<file path="src/rtl/btn_pkg.sv">
// Shared definitions for the push-button reader.
//   btn_state_t : per-button debounce FSM state
//   NUM_BTN_DEF : default number of buttons
//   KEY_W       : width of the key event code
//   CNT_W       : width of the per-button debounce counter
package btn_pkg;

    localparam int NUM_BTN_DEF = 5;
    localparam int KEY_W       = 3;
    localparam int CNT_W       = 4;

    typedef enum logic [1:0] {
        IDLE       = 2'd0,
        PRESS_WAIT = 2'd1,
        HELD       = 2'd2,
        REL_WAIT   = 2'd3
    } btn_state_t;

endpackage

</file>
<file path="src/rtl/btn_debounce.sv">
// Single-button synchronizer + debounce FSM.
//   clk        : system clock
//   rst        : asynchronous active-low reset
//   readTick   : sample enable, FSM advances only when high
//   btnRaw     : raw asynchronous button level (1 = pressed)
//   btnLevel   : debounced level, 1 in HELD and REL_WAIT
//   pressPulse : one-cycle strobe when a press is accepted
module btn_debounce
    import btn_pkg::*;
#(
    parameter int DEBOUNCE_N = 4
) (
    input  logic clk,
    input  logic rst,
    input  logic readTick,
    input  logic btnRaw,
    output logic btnLevel,
    output logic pressPulse
);

    localparam logic [CNT_W-1:0] LP_N = CNT_W'(DEBOUNCE_N);

    logic             r_sync1;
    logic             r_sync2;
    btn_state_t       r_state;
    logic [CNT_W-1:0] r_cnt;
    logic             r_level;
    logic             r_pulse;
    logic [CNT_W-1:0] w_cnt_inc;

    // Counter never passes DEBOUNCE_N, so it can never wrap.
    assign w_cnt_inc = (r_cnt >= LP_N) ? LP_N : r_cnt + CNT_W'(1);

    always_ff @(posedge clk or negedge rst) begin
        if (!rst) begin
            r_sync1 <= 1'b0;
            r_sync2 <= 1'b0;
            r_state <= IDLE;
            r_cnt   <= '0;
            r_level <= 1'b0;
            r_pulse <= 1'b0;
        end else begin
            r_sync1 <= btnRaw;
            r_sync2 <= r_sync1;
            r_pulse <= 1'b0;
            if (readTick) begin
                case (r_state)
                    IDLE: begin
                        if (r_sync2) begin
                            r_state <= PRESS_WAIT;
                            r_cnt   <= CNT_W'(1);
                        end
                    end
                    PRESS_WAIT: begin
                        if (r_sync2) begin
                            r_cnt <= w_cnt_inc;
                            if (w_cnt_inc == LP_N) begin
                                r_state <= HELD;
                                r_level <= 1'b1;
                                r_pulse <= 1'b1;
                            end
                        end else begin
                            r_state <= IDLE;
                            r_cnt   <= '0;
                        end
                    end
                    HELD: begin
                        if (!r_sync2) begin
                            r_state <= REL_WAIT;
                            r_cnt   <= CNT_W'(1);
                        end
                    end
                    REL_WAIT: begin
                        if (!r_sync2) begin
                            r_cnt <= w_cnt_inc;
                            if (w_cnt_inc == LP_N) begin
                                r_state <= IDLE;
                                r_level <= 1'b0;
                                r_cnt   <= '0;
                            end
                        end else begin
                            // Release glitch: back to HELD with no new pulse.
                            r_state <= HELD;
                            r_cnt   <= '0;
                        end
                    end
                    default: begin
                        r_state <= IDLE;
                        r_cnt   <= '0;
                        r_level <= 1'b0;
                    end
                endcase
            end
        end
    end

    assign btnLevel   = r_level;
    assign pressPulse = r_pulse;

endmodule

</file>
<file path="src/rtl/btn_reader.sv">
// Push-button reader: NUM_BTN debouncers feeding a one-entry key event register.
//   clk        : system clock
//   rst        : asynchronous active-low reset
//   readTick   : debounce sample enable
//   btnRaw     : raw button levels
//   btnLevel   : debounced levels
//   pressPulse : per-button accepted-press strobes
//   keyValid   : event register holds an event
//   keyCode    : button index of the held event
//   keyReady   : consumer accepts the held event
//   overflow   : sticky, an event was dropped
//   clrOvf     : clears overflow (a same-cycle drop wins)
module btn_reader
    import btn_pkg::*;
#(
    parameter int NUM_BTN    = NUM_BTN_DEF,
    parameter int DEBOUNCE_N = 4
) (
    input  logic               clk,
    input  logic               rst,
    input  logic               readTick,
    input  logic [NUM_BTN-1:0] btnRaw,
    output logic [NUM_BTN-1:0] btnLevel,
    output logic [NUM_BTN-1:0] pressPulse,
    output logic               keyValid,
    output logic [KEY_W-1:0]   keyCode,
    input  logic               keyReady,
    output logic               overflow,
    input  logic               clrOvf
);

    logic [NUM_BTN-1:0] w_pulse;
    logic [KEY_W-1:0]   w_code;
    logic               w_any;
    logic               w_multi;
    logic               w_drain;
    logic               w_load;
    logic               w_drop;
    logic               r_valid;
    logic [KEY_W-1:0]   r_code;
    logic               r_ovf;

    for (genvar g = 0; g < NUM_BTN; g++) begin : g_btn
        btn_debounce #(
            .DEBOUNCE_N (DEBOUNCE_N)
        ) u_db (
            .clk        (clk),
            .rst        (rst),
            .readTick   (readTick),
            .btnRaw     (btnRaw[g]),
            .btnLevel   (btnLevel[g]),
            .pressPulse (w_pulse[g])
        );
    end

    // Lowest set index wins.
    always_comb begin
        w_code = '0;
        for (int i = NUM_BTN - 1; i >= 0; i--) begin
            if (w_pulse[i]) w_code = KEY_W'(i);
        end
    end

    assign w_any   = |w_pulse;
    assign w_multi = |(w_pulse & (w_pulse - NUM_BTN'(1)));
    assign w_drain = r_valid & keyReady;
    assign w_load  = w_any & (~r_valid | keyReady);
    // Extra pulses in one cycle, or a pulse into a full, non-draining register.
    assign w_drop  = w_multi | (w_any & r_valid & ~keyReady);

    always_ff @(posedge clk or negedge rst) begin
        if (!rst) begin
            r_valid <= 1'b0;
            r_code  <= '0;
            r_ovf   <= 1'b0;
        end else begin
            if (w_load) begin
                r_valid <= 1'b1;
                r_code  <= w_code;
            end else if (w_drain) begin
                r_valid <= 1'b0;
            end
            if (w_drop)      r_ovf <= 1'b1;
            else if (clrOvf) r_ovf <= 1'b0;
        end
    end

    assign pressPulse = w_pulse;
    assign keyValid   = r_valid;
    assign keyCode    = r_code;
    assign overflow   = r_ovf;

endmodule

</file>
<file path="config.mk">
export PLATFORM = sky130hd
export DESIGN_NAME = btn_reader
export DESIGN_NICKNAME = d
export VERILOG_FILES = /design/src/rtl/btn_pkg.sv /design/src/rtl/btn_debounce.sv /design/src/rtl/btn_reader.sv
export SDC_FILE = /design/constraint.sdc
export NUM_CORES = 1
export LEC_CHECK = 0
export ABC_AREA = 1
export CAP_MARGIN = 20
export CORE_MARGIN = 2
export CORE_UTILIZATION = 50
export CTS_CLUSTER_SIZE = 40
export DETAILED_ROUTE_END_ITERATION = 16
export HOLD_SLACK_MARGIN = 0.06
export PLACE_DENSITY = 0.71
export SETUP_SLACK_MARGIN = 0.15
export SLEW_MARGIN = 20
export SYNTH_ARGS = -nofsm -noshare
export SYNTH_HDL_FRONTEND = slang
export SYNTH_SLANG_ARGS = --single-unit
export TNS_END_PERCENT = 30
</file>
<file path="constraint.sdc">
create_clock -name clk -period 1.95 [get_ports clk]
set_clock_uncertainty 0.15 [all_clocks]
set_input_delay 0.39 -clock clk [delete_from_list [all_inputs] [get_ports clk]]
set_output_delay 0.39 -clock clk [all_outputs]
set_load 0.01 [all_outputs]
</file>
After elaboration in Yosys (flattened, before gate mapping)
Cells that the tools add are included.
{"block": "totals", "regBits": 55, "wordCells": 266, "input_bits": 10, "out_inout_bits": 15}
{"block": "classes", "order_cmp": 5, "muxes": 124, "n_addsub": 6, "n_reduce_logical": 29, "eq_ne": 60, "bitwise": 9}
{"cell": "$mux 4", "count": 30}
{"cell": "$pmux 4 s4", "count": 5}
{"cell": "$mux 2", "count": 30}
{"cell": "$mux 1", "count": 44}
{"cell": "$ne 2x1->1 const B", "count": 20}
{"cell": "$pmux 2 s4", "count": 5}
{"cell": "$reduce_and 6->1", "count": 5}
{"cell": "$reduce_and 5->1", "count": 5}
{"cell": "$add 4x1->4 const B", "count": 5}
{"cell": "$eq 2x2->1 const B", "count": 10}
{"cell": "$eq 4x3->1 const B", "count": 5}
{"cell": "$ge 4x3->1 const B", "count": 5}
{"cell": "$ne 2x2->1 const B", "count": 10}
{"cell": "$mux 3", "count": 5}
{"cell": "$ne 3x1->1 const B", "count": 5}
{"cell": "$ne 3x3->1 const B", "count": 5}
{"cell": "$reduce_and 3->1", "count": 5}
{"cell": "$reduce_bool 2->1", "count": 7}
{"cell": "$eq 2x1->1 const B", "count": 5}
{"cell": "$logic_not 2->1", "count": 5}
{"cell": "$pmux 1 s2", "count": 5}
{"cell": "$reduce_or 5->1", "count": 2}
{"cell": "$and 5x5->5", "count": 1}
{"cell": "$sub 5x1->5 const B", "count": 1}
{"cell": "other kinds (3)", "count": 8}

Longest topological paths before layout
{"block": "logic_depth", "ltp_word": 7, "depth_mapped": 8, "mapped_depth_nobuf": 8}

By module
From an unflattened synthesis, not the netlist that was laid out.
{"block": "unflattened", "hier_cells": 309, "area_unflattened_um2": 2618.8}
{"module": "btn_debounce", "seq_area_each_um2": 250.2, "area_per_inst_um2": 467.9, "n_inst": 5, "cells_per_inst": 54}
{"module": "btn_reader", "seq_area_each_um2": 125.1, "area_per_inst_um2": 279.0, "n_inst": 1, "cells_per_inst": 39}

Worst setup path after synthesis
OpenSTA, ideal clock, no wires.
{"block": "synth_path", "path_kind": "flip-flop to flip-flop", "from": "reg g_btn[0].u_db.r_cnt[0]", "to": "reg with a tool-made name", "path_stages_with_launch": 6, "setup_slack_ns": 0.445, "setup_time_ns": 0.128, "period_less_slack_ns": 1.505, "arrival_time_ns": 1.227, "required_ns": 1.672, "path_buffers": 0, "cell_sequence": "dfrtp_1 ha_1 o21ai_0 nand2_1 a21oi_1 o21ai_0"}
{"item": "start: declaration", "line_no": "btn_debounce.sv:26", "text": "logic [CNT_W-1:0] r_cnt;"}
{"item": "start signal: assignment", "line_no": "btn_debounce.sv:56", "text": "r_cnt <= w_cnt_inc;"}
{"item": "start signal: assignment", "line_no": "btn_debounce.sv:75", "text": "r_cnt <= w_cnt_inc;"}

Final worst setup path
{"block": "layout_path", "from": "reg g_btn[0].u_db.r_pulse", "to": "out pressPulse[0]"}
{"item": "start: declaration", "line_no": "btn_debounce.sv:28", "text": "logic r_pulse;"}
{"item": "start signal: assignment", "line_no": "btn_debounce.sv:41", "text": "r_pulse <= 1'b0;"}
{"item": "start signal: assignment", "line_no": "btn_debounce.sv:45", "text": "r_pulse <= 1'b0;"}
{"item": "start signal: assignment", "line_no": "btn_debounce.sv:60", "text": "r_pulse <= 1'b1;"}
{"item": "end: declaration", "line_no": "btn_reader.sv:24", "text": "output logic [NUM_BTN-1:0] pressPulse,"}
No word-level cell between the ends.

==> metrics.md <==
| Metric | Value |
|---|---|
| Net count of the mapped netlist | `about 300` |
| FMAX | `between 500 and 600 MHz` |
| DRC viols | `0` |
| Synthesized netlist cell count | `~280` |
| Share of the clock period used by the worst path after layout | `between 90% and 100%` |
| Total negative setup slack | `0 ns` |
| Final Hold Vio Count | `0` |
| Largest net degree at the start of global routing | `32` |
| Area of the die | `5610 um^2` |
| Pins Over Slew Limit | `0` |
| Vias in the first global route | `between 1.5k and 2k` |
| Yosys warning count | `0` |
| Cell area after layout | `2910 um^2` |
| Proportion of synthesized chip area in sequential cells | `between 50 and 60%` |
| I/O pin count | `25` |
| Required time at the endpoint of the critical path | `1.41 ns` |
| Drt wl/cell | `11.3 um` |
| Slowest cell on the critical path | `clkdlybuf4s50_1` |
| Status | `complete, no violations` |
| Deepest clock path buffer count | `2` |
| Count of standard-cell rows | `25` |
| Critical path, cell by cell | `clkdlybuf4s50_1` |
| Vias per Instance | `~5` |
| Unrepaired setup endpoints after global routing | `yes` |
| Clk root buf | `clkbuf_8` |
| Global Route met2 Usage | `between 20 and 30%` |
| Internal power | `around 2200 uW` |
| Worst slack at placement | `0.125 ns` |
| Clock latency on the worst-skew pair | `~0.30 ns` |
| Htree depth | `2` |
| Die W | `roughly 75 um` |
| Routed wire length | `approximately 4200 um` |
| Routed Antenna Nets | `0` |
| Max-Slew Margin vs Limit | `78.3%` |
| Tightest Hold Check Type | `register to register` |
| Placed instance area | `around 2800 um^2` |
| Dominant cells by area after synthesis | `dfrtp_1, nand2_1, inv_1` |
| Max VDD drop | `~0.54 mV` |
| Worst Path Arrival | `around 1.3 ns` |
| Switching power summed over all nets | `~1300 uW` |
| Shortest period the worst path allows | `1.80 ns` |
| Global placer's final weighted congestion | `0.889` |
| GRT overflow | `0` |
| Relative contribution of sequential cells to total power | `a little under half` |
| Proportion of total power due to net switching | `between 30% and 40%` |
| Share of post-route cells with drive strength above 1 | `8.39%` |
| Post-synth cell types | `23` |
| IO buf count | `24` |
| Buffers and inverters on the worst path | `1` |
| Initial drt markers | `84` |
| Clock share of power | `19.0%` |
| Crit path largest cell delay | `around 0.56 ns` |
| Maxcap violations | `0` |
| Slew at the pin closest to its max-slew limit | `about 0.32 ns` |
| Area share of the leading cell type in the synthesized netlist | `between 50% and 60%` |
| Busiest grt layer | `met2` |
| Final number of setup-violating endpoints | `0` |
| Critical setup path kind | `register to output port` |
| Post-CTS sizing | `0` |
| Crit Path Max Fanout | `3` |
| Met3 capacity usage during global routing | `4.15%` |
| Starting density of the core | `a little over half` |
| Register bit count reported by yosys | `55` |
| Ratio of total power to cell area | `between 1000 and 1500 nW/um^2` |
| Syn avg cell area | `slightly below 9 um^2` |
| Share of power burned in combinational logic | `approximately 34%` |
| Die Span Y | `74.9 um` |
| Post-synthesis cell area | `roughly 2500 um^2` |
| All-Layer GR Usage | `17.3%` |
| Detailed-route via count | `roughly 1.9k` |
| Drt pass-1 iters | `4` |
| Cell class contributing the biggest share of worst-path delay | `buffers and inverters` |
| TritonCTS clock tree | `yes` |
| Global-route wire length before repair | `7410 um` |
| Worst Setup Start Kind | `register` |
| Worst hold slack after final layout | `~0.20 ns` |
| Crit path setup slack, layout | `0.148 ns` |
| Post-layout utilization of the core | `between 60% and 70%` |
| CORE AREA | `4790 um^2` |
| Number of antenna cells inserted | `0` |
| Routing usage on met1 | `21.8%` |
| Total half-perimeter wirelength after legalization and detailed placement | `3140 um` |
| Library cell occupying the most area in the post-synthesis netlist | `dfrtp_1` |
| Setup crit end kind | `output port` |
| Signed area change from the synthesized netlist to the final layout | `15.8%` |
| Leakage power | `roughly 0.0015 uW` |
| CTS buffer count | `5` |
| Number of nets in the layout | `about 320` |
| Initial antenna violation count | `0` |
| TritonCTS Sinks | `between 50 and 60` |
| R2R Setup Slk | `between 0.2 and 0.3 ns` |
| Clock transition at the registers of the reported paths | `roughly 0.09 ns` |
==> layer usage <==
metal  up-vias  share of wire, %  wire, um
li1        954                 -         -
met1       878                47      2000
met3        11               3.8       163
met2        46                47      1980
met5         -                 0         0
met4         0               2.2        93
==> Yosys cell counts (all sizes together) <==
library cell  number
nand3              8
inv               42
o21a               3
nand4             13
buf               11
o21ai             26
o31ai              4
nor2              19
a21boi             3
a21oi              7
nand2             79
o22ai              3
dfrtp             55
or2                1
ha                 5
o2111ai            1
xnor2              3
==> repair_timing <==
action / CTS / global route
cloned: 0 / 0
hold buffers: 1 / 0
hold endpoints to repair: 9 / 0
buffers inserted: 1 / 1
setup endpoints to repair: 4 / 5
==> cells by family (layout without fill, tap and decap cells) <==
group,count (synthesis),after routing,share of synthesized area (%)
compound gates,47,47,11.2
xor+xnor,3,3,1.04
fa+ha+maj,5,5,2.49
buf+inv,53,80,9.55
flops,55,55,54.7
simple gates,120,120,20.9
==> path summary, 6_finish.rpt <==
path,startpoint,to,cells past startpoint
worst min-delay path,g_btn[2].u_db.r_sync1$_DFF_PN0_,g_btn[2].u_db.r_sync2$_DFF_PN0_,0
worst min register to register,g_btn[2].u_db.r_sync1$_DFF_PN0_,g_btn[2].u_db.r_sync2$_DFF_PN0_,0
worst max register to register,g_btn[1].u_db.r_cnt[0]$_DFFE_PN0P_,register,7
min in group asynchronous,rst,g_btn[2].u_db.r_state[0]$_DFFE_PN0P_,2
worst max-delay path,g_btn[0].u_db.pressPulse$_DFF_PN0_,pressPulse[0],1
max in group asynchronous,rst,keyCode[2]$_DFFE_PN0P_,3
==> state kept, by name, summed over array words and instances, names as in the netlist, named ones only <==
name and flops:
keyCode 3, g_btn.u_db.r_sync1 5, g_btn.u_db.r_sync2 5, g_btn.u_db.btnLevel 5, g_btn.u_db.r_cnt 20, overflow 1
g_btn.u_db.r_state 5, keyValid 1, g_btn.u_db.pressPulse 5
==> power groups by stage <==
| stage | Combinational, uW | Sequential [uW] | Clock, uW |
|---|---|---|---|
| 3_5_place_dp | 1190 | 1690 | 0 |
| 4_1_cts | 1200 | 1670 | 695 |
| 6_report | 1190 | 1670 | 673 |
| 5_1_grt | 1370 | 1710 | 728 |
| 3_3_place_gp | 1160 | 1680 | 0 |
| 2_1_floorplan | 901 | 1650 | 0 |
==> stage by stage <==
step           total power (uW)  cells
5_1_grt                    3820    377
3_3_place_gp               2840    366
6_report                   3540    377
3_5_place_dp               2880    366
4_1_cts                    3570    376
2_1_floorplan              2550    283
==> final cells by class <==
cell class / instances / area [um^2]
timing repair buffer: 30 / 295
clock buffer: 8 / 100
sequential: 55 / 1380
inverter: 42 / 158
multi-input combinational: 175 / 898
tap: 67 / 83.8
fill: 430 / 1870
==> layout by cell type, fill, tap and decap left out <==
master / Yosys / final
ha_1: 5 / 5
buf_2: 0 / 1
nand4_2: 3 / 3
buf_4: 11 / 4
nand2_1: 78 / 78
clkbuf_1: 0 / 1
a21boi_0: 3 / 3
o31ai_1: 4 / 4
nor2_2: 4 / 4
clkbuf_8: 0 / 7
o21ai_1: 11 / 11
o21ai_0: 11 / 11
nand3_1: 8 / 8
dlygate4sd3_1: 0 / 1
inv_2: 1 / 1
o22ai_1: 3 / 3
o21ai_2: 4 / 4
a21oi_1: 7 / 7
nor2_1: 15 / 15
buf_12: 0 / 1
nand4_1: 10 / 10
nand2_2: 1 / 1
o2111ai_1: 1 / 1
xnor2_1: 3 / 3
clkdlybuf4s50_1: 0 / 23
o21a_1: 3 / 3
or2_1: 1 / 1
inv_1: 41 / 41
dfrtp_1: 55 / 55
No activity file was read; power rests on OpenSTA's default activity.
